File: src/rtl/answer_accumulator_if.sv
// Sample/result handshake bundle for answer_accumulator.
// slave = accumulator side, master = producer/consumer side.
interface answer_accumulator_if #(
  parameter int ACC_W = 12
);
  logic [7:0]       i_answer;
  logic             i_mode;
  logic             i_valid;
  logic             o_ready;
  logic             o_valid;
  logic             i_ready;
  logic [ACC_W-1:0] o_sum;
  logic             o_ovf;
  logic             o_mode;

  modport slave (
    input  i_answer, i_mode, i_valid, i_ready,
    output o_ready, o_valid, o_sum, o_ovf, o_mode
  );

  modport master (
    output i_answer, i_mode, i_valid, i_ready,
    input  o_ready, o_valid, o_sum, o_ovf, o_mode
  );
endinterface

File: src/rtl/answer_accumulator.sv
// Block accumulator of ACC_LEN 8-bit samples, unsigned or signed.
// Define ACC_SAT_EN to saturate on overflow instead of wrapping.
module answer_accumulator #(
  parameter int ACC_LEN = 4,
  parameter int ACC_W   = 12
) (
  input logic i_clk,
  input logic i_rst,
  answer_accumulator_if.slave bus
);

  typedef enum logic [1:0] {
    IDLE,
    ACCUM,
    DONE
  } state_t;

  state_t           state, state_nxt;
  logic [ACC_W-1:0] acc, acc_nxt;
  logic [ACC_W-1:0] ext, sum, added;
  logic [7:0]       count, count_nxt;
  logic             ovf, ovf_nxt;
  logic             mode, mode_nxt;
  logic             sel_mode;
  logic             carry, sovf, add_ovf;

  // First sample of a block uses the incoming mode; later ones the latched mode.
  assign sel_mode = (state == IDLE) ? bus.i_mode : mode;
  assign ext = sel_mode ? ACC_W'($signed(bus.i_answer))
                        : ACC_W'(bus.i_answer);

  assign {carry, sum} = {1'b0, acc} + {1'b0, ext};
  assign sovf = (acc[ACC_W-1] == ext[ACC_W-1]) &&
                (sum[ACC_W-1] != acc[ACC_W-1]);
  assign add_ovf = mode ? sovf : carry;

`ifdef ACC_SAT_EN
  logic [ACC_W-1:0] sat;

  always_comb begin
    sat = '1;
    if (mode) begin
      sat = acc[ACC_W-1] ? {1'b1, {(ACC_W-1){1'b0}}}
                         : {1'b0, {(ACC_W-1){1'b1}}};
    end
  end

  assign added = add_ovf ? sat : sum;
`else
  assign added = sum;
`endif

  always_ff @(posedge i_clk) begin
    if (i_rst) begin
      state <= IDLE;
      acc   <= '0;
      count <= '0;
      ovf   <= 1'b0;
      mode  <= 1'b0;
    end else begin
      state <= state_nxt;
      acc   <= acc_nxt;
      count <= count_nxt;
      ovf   <= ovf_nxt;
      mode  <= mode_nxt;
    end
  end

  always_comb begin
    state_nxt = state;
    acc_nxt   = acc;
    count_nxt = count;
    ovf_nxt   = ovf;
    mode_nxt  = mode;
    unique case (state)
      IDLE: begin
        if (bus.i_valid) begin
          mode_nxt  = bus.i_mode;
          acc_nxt   = ext;
          count_nxt = 8'd1;
          ovf_nxt   = 1'b0;
          state_nxt = ACCUM;
        end
      end
      ACCUM: begin
        if (bus.i_valid) begin
          acc_nxt   = added;
          count_nxt = count + 8'd1;
          if (add_ovf) ovf_nxt = 1'b1;
          if (count_nxt == 8'(ACC_LEN)) state_nxt = DONE;
        end
      end
      DONE: begin
        if (bus.i_ready) begin
          state_nxt = IDLE;
          acc_nxt   = '0;
          count_nxt = '0;
          ovf_nxt   = 1'b0;
        end
      end
      default: state_nxt = IDLE;
    endcase
  end

  assign bus.o_ready = (state != DONE);
  assign bus.o_valid = (state == DONE);
  assign bus.o_sum   = acc;
  assign bus.o_ovf   = ovf;
  assign bus.o_mode  = mode;

endmodule
File: src/flat_wrapper.sv
// flat-port wrapper written by rule: the top's interface ports become plain ports
module answer_accumulator_flat 
#(
  parameter int ACC_LEN = 4,
  parameter int ACC_W   = 12
)
  (i_clk, i_rst, bus_i_answer, bus_i_mode, bus_i_valid, bus_i_ready, bus_o_ready, bus_o_valid, bus_o_sum, bus_o_ovf, bus_o_mode);
  answer_accumulator_if #(.ACC_W(ACC_W)) bus_i ();
  input logic i_clk;
  input logic i_rst;
  input wire logic [$bits(bus_i.i_answer)-1:0] bus_i_answer;
  input wire logic [$bits(bus_i.i_mode)-1:0] bus_i_mode;
  input wire logic [$bits(bus_i.i_valid)-1:0] bus_i_valid;
  input wire logic [$bits(bus_i.i_ready)-1:0] bus_i_ready;
  output wire logic [$bits(bus_i.o_ready)-1:0] bus_o_ready;
  output wire logic [$bits(bus_i.o_valid)-1:0] bus_o_valid;
  output wire logic [$bits(bus_i.o_sum)-1:0] bus_o_sum;
  output wire logic [$bits(bus_i.o_ovf)-1:0] bus_o_ovf;
  output wire logic [$bits(bus_i.o_mode)-1:0] bus_o_mode;
  assign bus_i.i_answer = bus_i_answer;
  assign bus_i.i_mode = bus_i_mode;
  assign bus_i.i_valid = bus_i_valid;
  assign bus_i.i_ready = bus_i_ready;
  assign bus_o_ready = bus_i.o_ready;
  assign bus_o_valid = bus_i.o_valid;
  assign bus_o_sum = bus_i.o_sum;
  assign bus_o_ovf = bus_i.o_ovf;
  assign bus_o_mode = bus_i.o_mode;
  answer_accumulator #(.ACC_LEN(ACC_LEN), .ACC_W(ACC_W)) u_core (.i_clk(i_clk), .i_rst(i_rst), .bus(bus_i));
endmodule
File: config.mk
export PLATFORM = sky130hd
export DESIGN_NAME = answer_accumulator_flat
export DESIGN_NICKNAME = d
export VERILOG_FILES = /design/src/rtl/answer_accumulator_if.sv /design/src/rtl/answer_accumulator.sv /design/src/flat_wrapper.sv
export SDC_FILE = /design/constraint.sdc
export NUM_CORES = 1
export LEC_CHECK = 0
export CAP_MARGIN = 10
export CORE_ASPECT_RATIO = 1.25
export CORE_UTILIZATION = 35
export DETAILED_ROUTE_END_ITERATION = 10
export SYNTH_ARGS = -nofsm -noshare
export SYNTH_HDL_FRONTEND = slang
export SYNTH_SLANG_ARGS = --single-unit
File: constraint.sdc
create_clock -name i_clk -period 3.15 [get_ports i_clk]
set_input_delay 0.4725 -clock i_clk [delete_from_list [all_inputs] [get_ports i_clk]]
set_output_delay 0.4725 -clock i_clk [all_outputs]
set_load 0.1 [all_outputs]
==> implementation parameters <==
Parameter                              Value

STA
  Setup ws final    around 350 ps
  Time the final worst path needs with I/O delays and setup    between 2000 and 3000 ps
  Upper clock frequency limit    358 MHz
  Sum of negative setup slack    0 ps
  Unrepaired setup endpoints after global routing    no
  Post-route clock period utilization    88.8%
  Final-report setup violation count    0
  Setup clock skew after layout    between 3 and 4 ps
  Final Max Slew Viols    0
  Slew Limit Headroom    a little under three fifths
  Final Hold Violating Endpoints    0
  Worst slew pin tran    670 ps

Critical path
  Startpoint of the most critical register-to-register path    u_core.state[1]$_SDFFE_PP0P_
  Kind of end point of the critical path    flop
  Setup crit start    u_core.state[1]$_SDFFE_PP0P_
  Maximum fanout along the worst path    6
  Crit path required time    ~3300 ps
  Worst Path Arrival    ~3000 ps
  Kind of launch point of the worst setup path    flop
  Worst Setup Path Type    reg -> reg

Synthesis
  Synth Warn #    0
  Count leader, synth    sky130_fd_sc_hd__a21oi_1
  Count of flip-flops with a built-in enable after synthesis    0
  Share of flip-flops with an asynchronous set or reset    0%
  Most frequent cells after synthesis    sky130_fd_sc_hd__a21oi_1, sky130_fd_sc_hd__nand2_1, sky130_fd_sc_hd__dfxtp_1
  Per-instance average area after synthesis    7.81 µm²
  Post-synthesis instance area    0.00186 mm²
  Count of distinct cell types in the synthesized netlist    53
  Share of synthesized area occupied by flip-flops and latches    between 20% and 30%
  Leading area contributor after synthesis    sky130_fd_sc_hd__dfxtp_1
  Number of nets in the synthesized netlist    approximately 270
  Post-synth top area share    approximately a quarter
  Number of cells produced by synthesis    238
  Dominant cells by area after synthesis    sky130_fd_sc_hd__dfxtp_1, sky130_fd_sc_hd__ha_1, sky130_fd_sc_hd__a21oi_1
  Most common flop cell mapped by yosys    sky130_fd_sc_hd__dfxtp_1
  Register bit count reported by yosys    24

Power
  Peak ir drop on the vdd network    approximately 0.00023 V
  Part of the power in registers    about 28%
  Switching power    roughly 0.67 mW
  Power per cell area    approximately 600 mW/mm²
  Internal Pwr Total    a little under 0.7 mW
  Switching share of power    approximately 50%
  Fraction of power consumed by combinational cells    a little under three fifths
  Leakage power of the design    approximately 0.93 nW
  Share of power burned in the clock network    around 14%

Finish
  Area of the multi-input gates    approximately 0.0013 mm²
  Share of post-route cells with drive strength above 1    approximately an eighth
  Number of fill cells    545
  Net count of the finished layout    302
  Area taken by flip-flops and latches    a little under 500 µm²
  Growth of design area from synthesis to finish    20.5%
  Final antenna diode count    0

Detailed routing
  Vias after detailed routing    1840
  DR WL/cell    ~15 µm
  DRC Markers    0
  Routed wire length    4880 µm
  Residual antenna-violating net count after detailed routing    0
  Routed wl met3    between 100 and 150 µm
  Drt first pass iters    4
  Highest metal layer with signal wires    met4
  Wire length on met1    approximately 2300 µm
  Via/cell ratio    between 5 and 6
  Sum of met2 wire segment lengths after detailed routing    ~2400 µm
  Starting DRT DRC Count    slightly above 100

Floorplanning
  CORE AREA    between 0.005 and 0.006 mm²
  Overall die height    between 80 and 90 µm
  Floorplan die width    about 67 µm
  Initial Utilization    a little over a third
  Cell Rows    29
  Boundary pin count    29
  Floorplan die area    approximately 0.0056 mm²

Min path
  Start point of the worst min-delay path    u_core.count[1]$_SDFFE_PP0P_
  Class of the tightest hold or removal check    reg -> reg

Clock network
  CTS Root Buffer Type    sky130_fd_sc_hd__clkbuf_8
  Number of buffers added by the clock tree synthesis step    3
  Sink Count    24
  Clock-pin slew on the worst setup and hold paths    ~90 ps
  Maximum clock insertion buffer count    2
  Clock insertion delay at the later pin of the skew report    270 ps
  Maximum level of the CTS H-tree    1
  Resized cells post-CTS    0
  Total setup buffers inserted after CTS    0
  Post-cts hold buffer count    0
  Clock tree from TritonCTS    done

Place
  Final HPWL DP    approximately 3600 µm
  Final weighted congestion in routability-driven placement    0.828
  Worst Setup Slack post-DPL    around 200 ps
  Buffers on Ports    28

GRT
  Overall global routing resource usage    19.4%
  Number of global-route vias before repair    between 1500 and 2000
  Initial antenna violation count    0
  Remaining global-route overflow    0
  Largest net degree at the start of global routing    19
  First-pass GRT wire length    ~8500 µm

Run
  Max_cap viols    0

Outcome
  Status    finished, final reports clean
==> sequential cells by signal, indices dropped and copies added, names as in the netlist <==
name and flops:
u_core.bus.o_sum 12, u_core.count 8, u_core.state 2, u_core.bus.o_mode 1, u_core.bus.o_ovf 1
==> power by group through the flow <==
stage,Sequential (mW),Combinational [mW],Clock [mW]
after floorplan,0.604,0.361,0
after global placement,0.387,0.769,0
after detailed placement,0.388,0.770,0
after CTS,0.381,0.773,0.206
after global routing,0.387,0.842,0.217
final,0.380,0.769,0.195
==> metal layers <==
| layer | vias to the layer above | global-route usage [%] |
|---|---|---|
| met3 | 2 | 2.05 |
| met4 | 0 | 4.64 |
| met5 | - | 0 |
| met1 | 863 | 25.5 |
| met2 | 25 | 32.8 |
| li1 | 950 | - |
==> worst paths after layout <==
check / endpoint / slack (ps) / cells after the start
worst min-delay path: u_core.count[1]$_SDFFE_PP0P_ / 500 / 2
worst min register to register: u_core.count[1]$_SDFFE_PP0P_ / 500 / 2
worst max register to register: u_core.bus.o_sum[11]$_SDFFE_PP0P_ / 350 / 11
worst max-delay path: u_core.bus.o_sum[11]$_SDFFE_PP0P_ / 350 / 11
==> metrics by stage <==
step | total power [mW] | util, % | instance area, µm² | hold WS [ps] | instances
after detailed placement | 1.16 | 43.3 | 2200 | 486 | 328
after CTS | 1.36 | 44.1 | 2240 | 500 | 331
after floorplan | 0.965 | - | 1860 | 458 | 238
final | 1.35 | 44.1 | 2240 | 496 | 331
after global placement | 1.16 | 43.3 | 2200 | 473 | 328
after global routing | 1.45 | 44.1 | 2240 | 529 | 331
==> logic make-up (layout without fill, tap and decap cells) <==
group	count (synthesis)	count (layout)	synth area share [%]
buf+inv	18	49	4.04
simple gates	96	96	27.2
mux	4	4	2.29
compound gates	74	74	26.2
xor+xnor	4	4	1.88
flops	24	24	25.8
fa+ha+maj	18	18	12.5
==> worst max-delay path: stages (launching register included) <==
cell	delay [ps]
sky130_fd_sc_hd__dfxtp_1	340
sky130_fd_sc_hd__inv_1	100
sky130_fd_sc_hd__ha_1	260
sky130_fd_sc_hd__mux2_2	360
sky130_fd_sc_hd__nand2_1	80
sky130_fd_sc_hd__inv_1	80
sky130_fd_sc_hd__ha_1	360
sky130_fd_sc_hd__a21o_1	180
sky130_fd_sc_hd__a21o_1	170
sky130_fd_sc_hd__a21oi_1	280
sky130_fd_sc_hd__a2111oi_0	160
sky130_fd_sc_hd__a311o_1	320
==> cell type report <==
class	count	area share, %
Sequential cell	24	21.4
Tap cell	62	3.46
Timing Repair Buffer	36	13.4
Multi-Input combinational cell	196	58.2
Inverter	10	1.68
Clock buffer	3	1.84
==> cells in the final DEF (no fill, tap or decap), types with 8 or more instances in the layout <==
cell type                         count
sky130_fd_sc_hd__nand3_1             12
sky130_fd_sc_hd__a21o_1               9
sky130_fd_sc_hd__nor3_1               8
sky130_fd_sc_hd__inv_1               10
sky130_fd_sc_hd__ha_1                17
sky130_fd_sc_hd__buf_4               24
sky130_fd_sc_hd__dfxtp_1             24
sky130_fd_sc_hd__clkdlybuf4s50_1     12
sky130_fd_sc_hd__nor2_1              18
sky130_fd_sc_hd__a21oi_1             27
sky130_fd_sc_hd__o21ai_0             10
sky130_fd_sc_hd__nand2_1             25
Note: power is estimated with default switching activity, not from simulation.
